$ cat config.mk
export PLATFORM = sky130hd
export DESIGN_NAME = wrr_arbiter
export DESIGN_NICKNAME = d
export VERILOG_FILES = /design/src/rtl/wrr_arbiter.sv
export SDC_FILE = /design/constraint.sdc
export NUM_CORES = 1
export LEC_CHECK = 0
export BUFFER_PORTS_ARGS = -buffer_cell sky130_fd_sc_hd__buf_2
export CORE_UTILIZATION = 50
export DETAILED_ROUTE_END_ITERATION = 7
export HOLD_SLACK_MARGIN = 0.05
export PLACE_DENSITY_LB_ADDON = 0.12
export SLEW_MARGIN = 0
export SYNTH_ARGS = -nofsm -noshare
export SYNTH_HDL_FRONTEND = slang
export SYNTH_SLANG_ARGS = --single-unit
export TNS_END_PERCENT = 50
$ cat constraint.sdc
create_clock -name clk -period 2.79 [get_ports clk]
set_input_delay 0.6975 -clock clk [delete_from_list [all_inputs] [get_ports clk]]
set_output_delay 0.6975 -clock clk [all_outputs]
set_load 0.005 [all_outputs]
$ cat src/rtl/wrr_arbiter.sv
// Weighted round-robin arbiter.
// Each winner keeps the grant for up to its weight in consecutive cycles while it keeps
// requesting. Priority then rotates to the index after the owner. Grants are registered and
// are always one-hot or zero.
module wrr_arbiter #(
   parameter int unsigned N  = 4,
   parameter int unsigned WW = 4,
   parameter int unsigned IW = $clog2(N)
) (
   input  logic            clk,
   input  logic            rst,
   input  logic [N-1:0]    req,
   input  logic [N*WW-1:0] weight,
   output logic [N-1:0]    gnt,
   output logic [IW-1:0]   gnt_id,
   output logic            gnt_valid
);

   typedef enum logic [0:0] {StIdle, StGrant} state_e;

   state_e        state_q, state_d;
   logic [IW-1:0] ptr_q, ptr_d;
   logic [IW-1:0] owner_q, owner_d;
   logic [WW-1:0] cnt_q, cnt_d;
   logic [N-1:0]  gnt_q, gnt_d;
   logic [IW-1:0] gnt_id_q, gnt_id_d;
   logic          gnt_valid_q, gnt_valid_d;

   logic [IW-1:0] owner_nxt;
   logic [IW-1:0] search_ptr;
   logic          win_found;
   logic [IW-1:0] win_idx;
   logic [N-1:0]  win_onehot;
   logic [WW-1:0] win_weight;
   logic [WW-1:0] win_cnt;

   // Index following the current owner, wrapping mod N (N need not be a power of two).
   always_comb begin
      owner_nxt = owner_q + IW'(1);
      if (32'(owner_q) == N - 1) begin
         owner_nxt = '0;
      end
   end

   // While granting, a search is only consumed on release, so it always starts past the owner.
   always_comb begin
      search_ptr = ptr_q;
      if (state_q == StGrant) begin
         search_ptr = owner_nxt;
      end
   end

   // Rotating priority search: first requester at or after search_ptr, wrapping mod N.
   always_comb begin
      int unsigned pos;
      win_found = 1'b0;
      win_idx   = '0;
      pos       = 0;
      for (int unsigned off = 0; off < N; off++) begin
         pos = 32'(search_ptr) + off;
         if (pos >= N) begin
            pos = pos - N;
         end
         if (!win_found && req[pos[IW-1:0]]) begin
            win_found = 1'b1;
            win_idx   = IW'(pos);
         end
      end
   end

   // Winner decode and quota load; a zero weight behaves as a weight of one.
   always_comb begin
      win_onehot = N'(1) << win_idx;
      win_weight = weight[32'(win_idx)*WW +: WW];
      if (win_weight == '0) begin
         win_cnt = '0;
      end else begin
         win_cnt = win_weight - WW'(1);
      end
   end

   // Next-state logic: start bursts from idle, hold or release while granting.
   always_comb begin
      state_d     = state_q;
      ptr_d       = ptr_q;
      owner_d     = owner_q;
      cnt_d       = cnt_q;
      gnt_d       = gnt_q;
      gnt_id_d    = gnt_id_q;
      gnt_valid_d = gnt_valid_q;

      unique case (state_q)
         StIdle: begin
            gnt_d       = '0;
            gnt_id_d    = '0;
            gnt_valid_d = 1'b0;
            if (win_found) begin
               state_d     = StGrant;
               owner_d     = win_idx;
               cnt_d       = win_cnt;
               gnt_d       = win_onehot;
               gnt_id_d    = win_idx;
               gnt_valid_d = 1'b1;
            end
         end

         StGrant: begin
            if (req[owner_q] && (cnt_q != '0)) begin
               // Burst continues; other requesters cannot preempt the owner.
               cnt_d = cnt_q - WW'(1);
            end else begin
               // Release: rotate priority and hand over in the same cycle, no idle gap.
               ptr_d = owner_nxt;
               if (win_found) begin
                  owner_d     = win_idx;
                  cnt_d       = win_cnt;
                  gnt_d       = win_onehot;
                  gnt_id_d    = win_idx;
                  gnt_valid_d = 1'b1;
               end else begin
                  state_d     = StIdle;
                  cnt_d       = '0;
                  gnt_d       = '0;
                  gnt_id_d    = '0;
                  gnt_valid_d = 1'b0;
               end
            end
         end

         default: begin
            state_d     = StIdle;
            gnt_d       = '0;
            gnt_id_d    = '0;
            gnt_valid_d = 1'b0;
         end
      endcase
   end

   // State and output registers; reset clears the grant without waiting for a clock edge.
   always_ff @(posedge clk or posedge rst) begin
      if (rst) begin
         state_q     <= StIdle;
         ptr_q       <= '0;
         owner_q     <= '0;
         cnt_q       <= '0;
         gnt_q       <= '0;
         gnt_id_q    <= '0;
         gnt_valid_q <= 1'b0;
      end else begin
         state_q     <= state_d;
         ptr_q       <= ptr_d;
         owner_q     <= owner_d;
         cnt_q       <= cnt_d;
         gnt_q       <= gnt_d;
         gnt_id_q    <= gnt_id_d;
         gnt_valid_q <= gnt_valid_d;
      end
   end

   assign gnt       = gnt_q;
   assign gnt_id    = gnt_id_q;
   assign gnt_valid = gnt_valid_q;

endmodule
==> metrics.md, run 1 <==
| Metric | Value |
|---|---|
| Outcome | `completed` |
| DP Cell Count | `between 150 and 200` |
| Period utilization | `0.946` |
| Core area | `2230 sq um` |
| FF+latch count, synth | `16` |
| CP arrival | `about 2800 ps` |
| Full die area | `roughly 2600 sq um` |
| Final hold vios | `0` |
| Logic gate share of total power | `0.642` |
| Peak supply drop | `0.000597 V` |
| Synth warnings | `0` |
| Max Slew Vio Count | `0` |
| Synth unique cells | `48` |
| Clock sinks | `16` |
| RSZ-0062 raised after global routing | `no` |
| Setup TNS | `0 ps` |
| Seq/Total Area, Yosys | `0.337` |
| Area delta synth->final | `15.5%` |
| Dominant synthesized flop cell | `dfrtp_1` |
| Worst Setup End Kind | `flop` |
| Initial antenna violation count | `0` |
| Ys async rst share | `1.00` |
| Dpl hpwl | `1900 um` |
| Worst-Margin Slew | `about 710 ps` |
| Setup violators final | `0` |
| Mean Syn Cell Area | `10.1 sq um` |
| Root buf cell | `clkbuf_4` |
| DR WL/cell | `between 10 and 15 um` |
| Area of placed instances | `1350 sq um` |
| Die Y | `50.8 um` |
| Switching power | `about 0.00062 W` |
| Largest net degree at the start of global routing | `17` |
| # rows | `17` |
| CP max-delay cell | `dfrtp_1` |
| Post-CTS Setup Bufs | `0` |
| Final net count | `175` |
| Vias | `1,023` |
| IO Port Bufs | `28` |
| # Max-Cap Violations | `0` |
| GRT Total Usage | `0.209` |
| Clk_skew | `3.36 ps` |
| Sw Share | `0.416` |
| Vias/cell | `around 5.8` |
| Final Critical Period | `around 2600 ps` |
| CTS max path bufs | `2` |
| CTS tree | `done` |
| Slowest stage delay, CP | `430 ps` |
| Final WL | `approximately 2400 um` |
| Multi-input gate area in the final layout | `718 sq um` |
| GRT overflow | `0` |
| H-tree levels | `1` |
| Post-DRT Antenna Nets | `0` |
| GPL Wtd Cong | `between 0.7 and 0.8` |
| Hold Crit Class | `in -> async` |
| Worst Path Required | `2960 ps` |
| Final instance area | `1370 sq um` |
| Iter 0 DRT Violations | `20` |
| Worst-path clk slew | `90 ps` |
| Internal | `0.000873 W` |
| Post-synth EDFFs | `0` |
| Clock Latency Late Sink | `280 ps` |
| Clock share of power | `0.081` |
| Max transition margin | `0.526` |
| Fin Hold WS | `465 ps` |
| First-pass GRT wire length | `3900 um` |
| FILL cells | `214` |
| Reg area | `roughly 400 sq um` |
| # IOs | `29` |
| Residual DRC | `0` |
| Drt pass-1 iters | `4` |
| Syn nets | `142` |
| Most common cell on crit path | `mux2i_1` |
| P_leak | `0.690 nW` |
| Fmax | `379 MHz` |
| Chip width | `50.8 um` |
| Non-Filler Instances | `177` |
| # diodes | `0` |
| Startpoint Class | `flop` |
| Mapped Area | `1190 sq um` |
| Synthesized instance count | `118` |
| Post_cts resized | `0` |
| Vias in the first global route | `just over 900` |
| Max Fanout on Critical Path | `16` |
| Sequential share of power | `0.278` |
| Initial Util | `0.532` |
| Layout cells sized above 1 | `0.356` |
| Crit-path cells | `ha_1 > and2_2 > o32a_2 > o211ai_4 > mux2i_1 > mux2i_1 > a211oi_1 > a221o_1` |
| Hold Buf Count CTS | `0` |
| CTS Buf Count | `3` |
| Crit Path Class | `reg -> reg` |
| Fin util | `0.615` |
| PD cells | `1090 nW/um^2` |
==> routing by layer <==
layer / wire length [um] / global-route usage / vias up
li1: - / - / 500
met3: 114 / 0.0545 / 4
met5: 0 / 0 / -
met1: 1040 / 0.237 / 492
met4: 18 / 0.0556 / 0
met2: 1260 / 0.384 / 27
==> worst paths after layout <==
kind | startpoint | cells after the start | slack [ps] | end
max in group asynchronous | rst | 2 | 1930 | gnt[2]
worst min-delay path | rst | 2 | 460 | gnt_valid
worst min register to register | gnt_id[1] | 1 | 480 | gnt_id[1]
min in group clk | gnt_id[1] | 1 | 480 | gnt_id[1]
worst max register to register | owner_q[1] | 8 | 150 | cnt_q[3]
worst max-delay path | owner_q[1] | 8 | 150 | cnt_q[3]
==> synthesized netlist by cell type, drive strengths merged (2+ instances only) <==
library cell	n	share of area
dfrtp	16	0.34
mux2i	13	0.12
nor2	13	0.041
nand2	8	0.025
inv	7	0.022
mux2	6	0.060
o21ai	5	0.021
a21oi	4	0.017
a22o	4	0.029
a21boi	3	0.022
nand2b	3	0.020
a21o	2	0.013
and2	2	0.012
and3	2	0.013
buf	2	0.022
clkbuf	2	0.015
ha	2	0.021
nand3	2	0.0084
o211a	2	0.017
o211ai	2	0.028
==> per-stage QoR <==
stage	worst slack (ps)	power (W)
floorplan	331	0.00119
global placement	224	0.00135
detailed placement	135	0.00138
CTS	147	0.00150
global route	16.9	0.00162
finish	152	0.00149
==> power groups by stage <==
stage / Combinational (W) / Sequential, W / Clock, W
after detailed placement: 0.000959 / 0.000418 / 0
after CTS: 0.000962 / 0.000414 / 0.000123
after global placement: 0.000933 / 0.000414 / 0
final: 0.000959 / 0.000415 / 0.000121
after floorplan: 0.000774 / 0.000412 / 0
after global routing: 0.00106 / 0.000427 / 0.000132
==> critical path: cells and delay by family, from the launching register on <==
family                   cells  cell delay (ps)
AO/OA/AOI/OAI                4             1040
AND/OR/NAND/NOR              1              210
adder cells (fa/ha/maj)      1              390
flip-flops                   1              430
multiplexers                 2              450
==> cell usage in the layout (no fill, tap or decap), types with 2 or more instances in the layout <==
cell and count:
a21o_1 2, a21oi_1 4, a22o_1 4, and3_2 2, buf_2 28, buf_4 4, clkbuf_4 3, dfrtp_1 16
ha_1 2, inv_1 7, mux2_2 5, mux2i_1 12, nand2_1 8, nand2b_2 2, nand3_1 2, nor2_1 13
o211a_1 2, o21ai_0 4
==> registers in the layout, indices dropped and copies added, names as in the netlist <==
name,cells
ptr_q,2
owner_q,2
gnt_valid,1
gnt,4
gnt_id,2
cnt_q,4
state_q,1
==> cells by family after synthesis <==
| group | count (synthesis) | synth area share |
|---|---|---|
| adders and majority gates | 2 | 0.0210 |
| buffers and inverters | 11 | 0.0589 |
| muxes | 20 | 0.199 |
| and+or+nand+nor | 37 | 0.162 |
| AOI/OAI and AO/OA | 31 | 0.215 |
| xor gates and xnor gates | 1 | 0.00737 |
| DFF | 16 | 0.337 |
==> cell type report <==
| class | count | share of cell area |
|---|---|---|
| clock buffer | 3 | 0.0164 |
| inverter | 7 | 0.0191 |
| multi-input combinational | 91 | 0.523 |
| sequential | 16 | 0.292 |
| tap | 28 | 0.0255 |
| timing repair buffer | 32 | 0.124 |
Note: power is estimated with default switching activity, not from simulation.
==> inputs of run 2 (changes only) <==
BUFFER_PORTS_ARGS = -buffer_cell sky130_fd_sc_hd__clkbuf_2   (was -buffer_cell sky130_fd_sc_hd__buf_2)
==> run 2 against run 1 <==
  * Via count grew 2.0%
  * Power shrank 0.42%
  * Global-route usage shrank 0.053 points
  * Combinational power is essentially flat
  * Critical path depth is the same
  * Sequential cell count is the same
  * Clock power shrank 3%
  * Worst setup slack gained 18 ps
  * Routed wire length grew 0.41%
  * Register-to-register slack gained 20 ps
  * Count of clock-buffer cells in the layout is the same
  * Largest power group unchanged
  * Highest routed layer unchanged
==> metrics.md, run 2 (synthesized netlist as in run 1, its figures left out) <==
| Metric | Value |
|---|---|
| Outcome | `completed` |
| Max Slew Vio Count | `0 (unchanged)` |
| Post_cts resized | `0 (unchanged)` |
| Vias in the first global route | `937 (+3.5%)` |
| GRT Total Usage | `0.209 (-0.000535)` |
| DR WL/cell | `13.8 um (+0.41%)` |
| Dpl hpwl | `1950 um (+2.5%)` |
| Peak supply drop | `0.000625 V (+4.6%)` |
| CTS tree | `done` |
| PD cells | `1080 nW/um^2 (-0.42%)` |
| Initial antenna violation count | `0 (unchanged)` |
| Clock sinks | `16 (unchanged)` |
| First-pass GRT wire length | `3990 um (+2.3%)` |
| CTS max path bufs | `2 (unchanged)` |
| Clk_skew | `5.13 ps (+1.77 ps)` |
| # rows | `17 (unchanged)` |
| Crit-path cells | `ha_1 > and2_2 > o32a_2 > o211ai_4 > mux2i_1 > mux2i_1 > a211oi_1 > a221o_1` |
| Post-CTS Setup Bufs | `0 (unchanged)` |
| RSZ-0062 raised after global routing | `no` |
| Layout cells sized above 1 | `0.356 (unchanged)` |
| Vias | `1,043 (+2.0%)` |
| IO Port Bufs | `28 (unchanged)` |
| Iter 0 DRT Violations | `24 (+20%)` |
| Slowest stage delay, CP | `430 ps (about the same)` |
| Startpoint Class | `flop` |
| Worst-path clk slew | `90 ps (about the same)` |
| Setup TNS | `0 ps (unchanged)` |
| Most common cell on crit path | `mux2i_1` |
| Fin util | `0.615 (unchanged)` |
| Clock Latency Late Sink | `280 ps (about the same)` |
| Final WL | `2440 um (+0.41%)` |
| Hold Buf Count CTS | `0 (unchanged)` |
| Full die area | `2580 sq um (unchanged)` |
| Post-DRT Antenna Nets | `0 (unchanged)` |
| CP max-delay cell | `dfrtp_1` |
| Worst Setup End Kind | `flop` |
| Fmax | `382 MHz (+0.68%)` |
| CP arrival | `2790 ps (-20 ps)` |
| Core area | `2230 sq um (unchanged)` |
| GRT overflow | `0 (unchanged)` |
| Vias/cell | `5.89 (+2.0%)` |
| Drt pass-1 iters | `4 (unchanged)` |
| # diodes | `0 (unchanged)` |
| # IOs | `29 (unchanged)` |
| Period utilization | `0.939 (-0.00635)` |
| # Max-Cap Violations | `0 (unchanged)` |
| Chip width | `50.8 um (unchanged)` |
| Max Fanout on Critical Path | `16 (unchanged)` |
| H-tree levels | `1 (unchanged)` |
| Final Critical Period | `2620 ps (-17.7 ps)` |
| Hold Crit Class | `in -> async` |
| Crit Path Class | `reg -> reg` |
| CTS Buf Count | `3 (unchanged)` |
| Die Y | `50.8 um (unchanged)` |
| GPL Wtd Cong | `0.786 (+0.59%)` |
| Worst Path Required | `2960 ps (about the same)` |
| FF-to-FF Start | `owner_q[1]` |
| Area delta synth->final | `15.5% (unchanged)` |
| Setup violators final | `0 (unchanged)` |
| Largest net degree at the start of global routing | `17 (unchanged)` |
| Max transition margin | `0.512 (-0.0135)` |
| Residual DRC | `0 (unchanged)` |
| P_leak | `0.694 nW (+0.56%)` |
| Crit. Startpoint | `owner_q[1]` |
| Most frequent cells in the layout | `clkbuf_2, dfrtp_1, nor2_1` |
| Root buf cell | `clkbuf_4` |
| Most common cell after layout, fill and taps aside | `clkbuf_2` |
| Final net count | `175 (unchanged)` |
| Final hold vios | `0 (unchanged)` |
| Worst-Margin Slew | `729 ps (+20.2 ps)` |
| Initial Util | `0.532 (unchanged)` |
==> run 2: cell count changes in the layout (fill, tap and decap cells not counted) <==
cell / previous run / this run
buf_2: 28 / 0
clkbuf_2: 0 / 28
==> run 2: critical path, delay by kind of cell, from the launching register on <==
family / cells / cell delay (ps)
multiplexers: 2 / 440
AO/OA/AOI/OAI: 4 / 1040
AND/OR/NAND/NOR: 1 / 200
flip-flops: 1 / 430
adder cells (fa/ha/maj): 1 / 380
==> run 2: final timing paths <==
check / depth (start not counted) / slack, ps / to
setup / recovery: 8 / 170 / cnt_q[3]
hold / removal: 2 / 450 / ptr_q[1]
setup reg to reg: 8 / 170 / cnt_q[3]
hold reg to reg: 1 / 490 / gnt_id[1]
max in group asynchronous: 2 / 1940 / cnt_q[2]
min in group clk: 1 / 490 / gnt_id[1]
==> run 2: area by class of cell <==
| class | count | area (sq um) |
|---|---|---|
| clock buffers | 3 | 22.5 |
| fillers | 216 | 861 |
| inverters | 7 | 26.3 |
| multi-input cells | 91 | 718 |
| flip-flops and latches | 16 | 400 |
| well taps | 28 | 35.0 |
| repair buffers | 32 | 170 |
==> run 2: power breakdown <==
| group | internal [W] | switching (W) | leakage, nW | total (W) |
|---|---|---|---|---|
| combinational | 0.000487 | 0.000469 | 0.489 | 0.000956 |
| clock | 0.0000500 | 0.0000672 | 0.0138 | 0.000117 |
| sequential | 0.000336 | 0.0000792 | 0.192 | 0.000415 |
| total | 0.000873 | 0.000616 | 0.694 | 0.00149 |
==> run 2: metrics by stage <==
| step | cell area [sq um] | setup slack (ps) | hold WS [ps] | cells | total power (W) |
|---|---|---|---|---|---|
| 3_5_place_dp | 1350 | 152 | 469 | 174 | 0.00138 |
| 4_1_cts | 1370 | 171 | 472 | 177 | 0.00150 |
| 6_report | 1370 | 169 | 452 | 177 | 0.00149 |
| 2_1_floorplan | 1190 | 331 | 473 | 118 | 0.00119 |
| 3_3_place_gp | 1350 | 225 | 460 | 174 | 0.00135 |
| 5_1_grt | 1370 | 0.653 | 494 | 177 | 0.00161 |
==> run 2: per-layer routing <==
metal  up-vias  track usage  part of all wire
li1        499            -                 -
met3         4       0.0455             0.052
met4         0       0.0278            0.0066
met1       502        0.244              0.41
met2        38        0.393              0.53
met5         -            0                 0
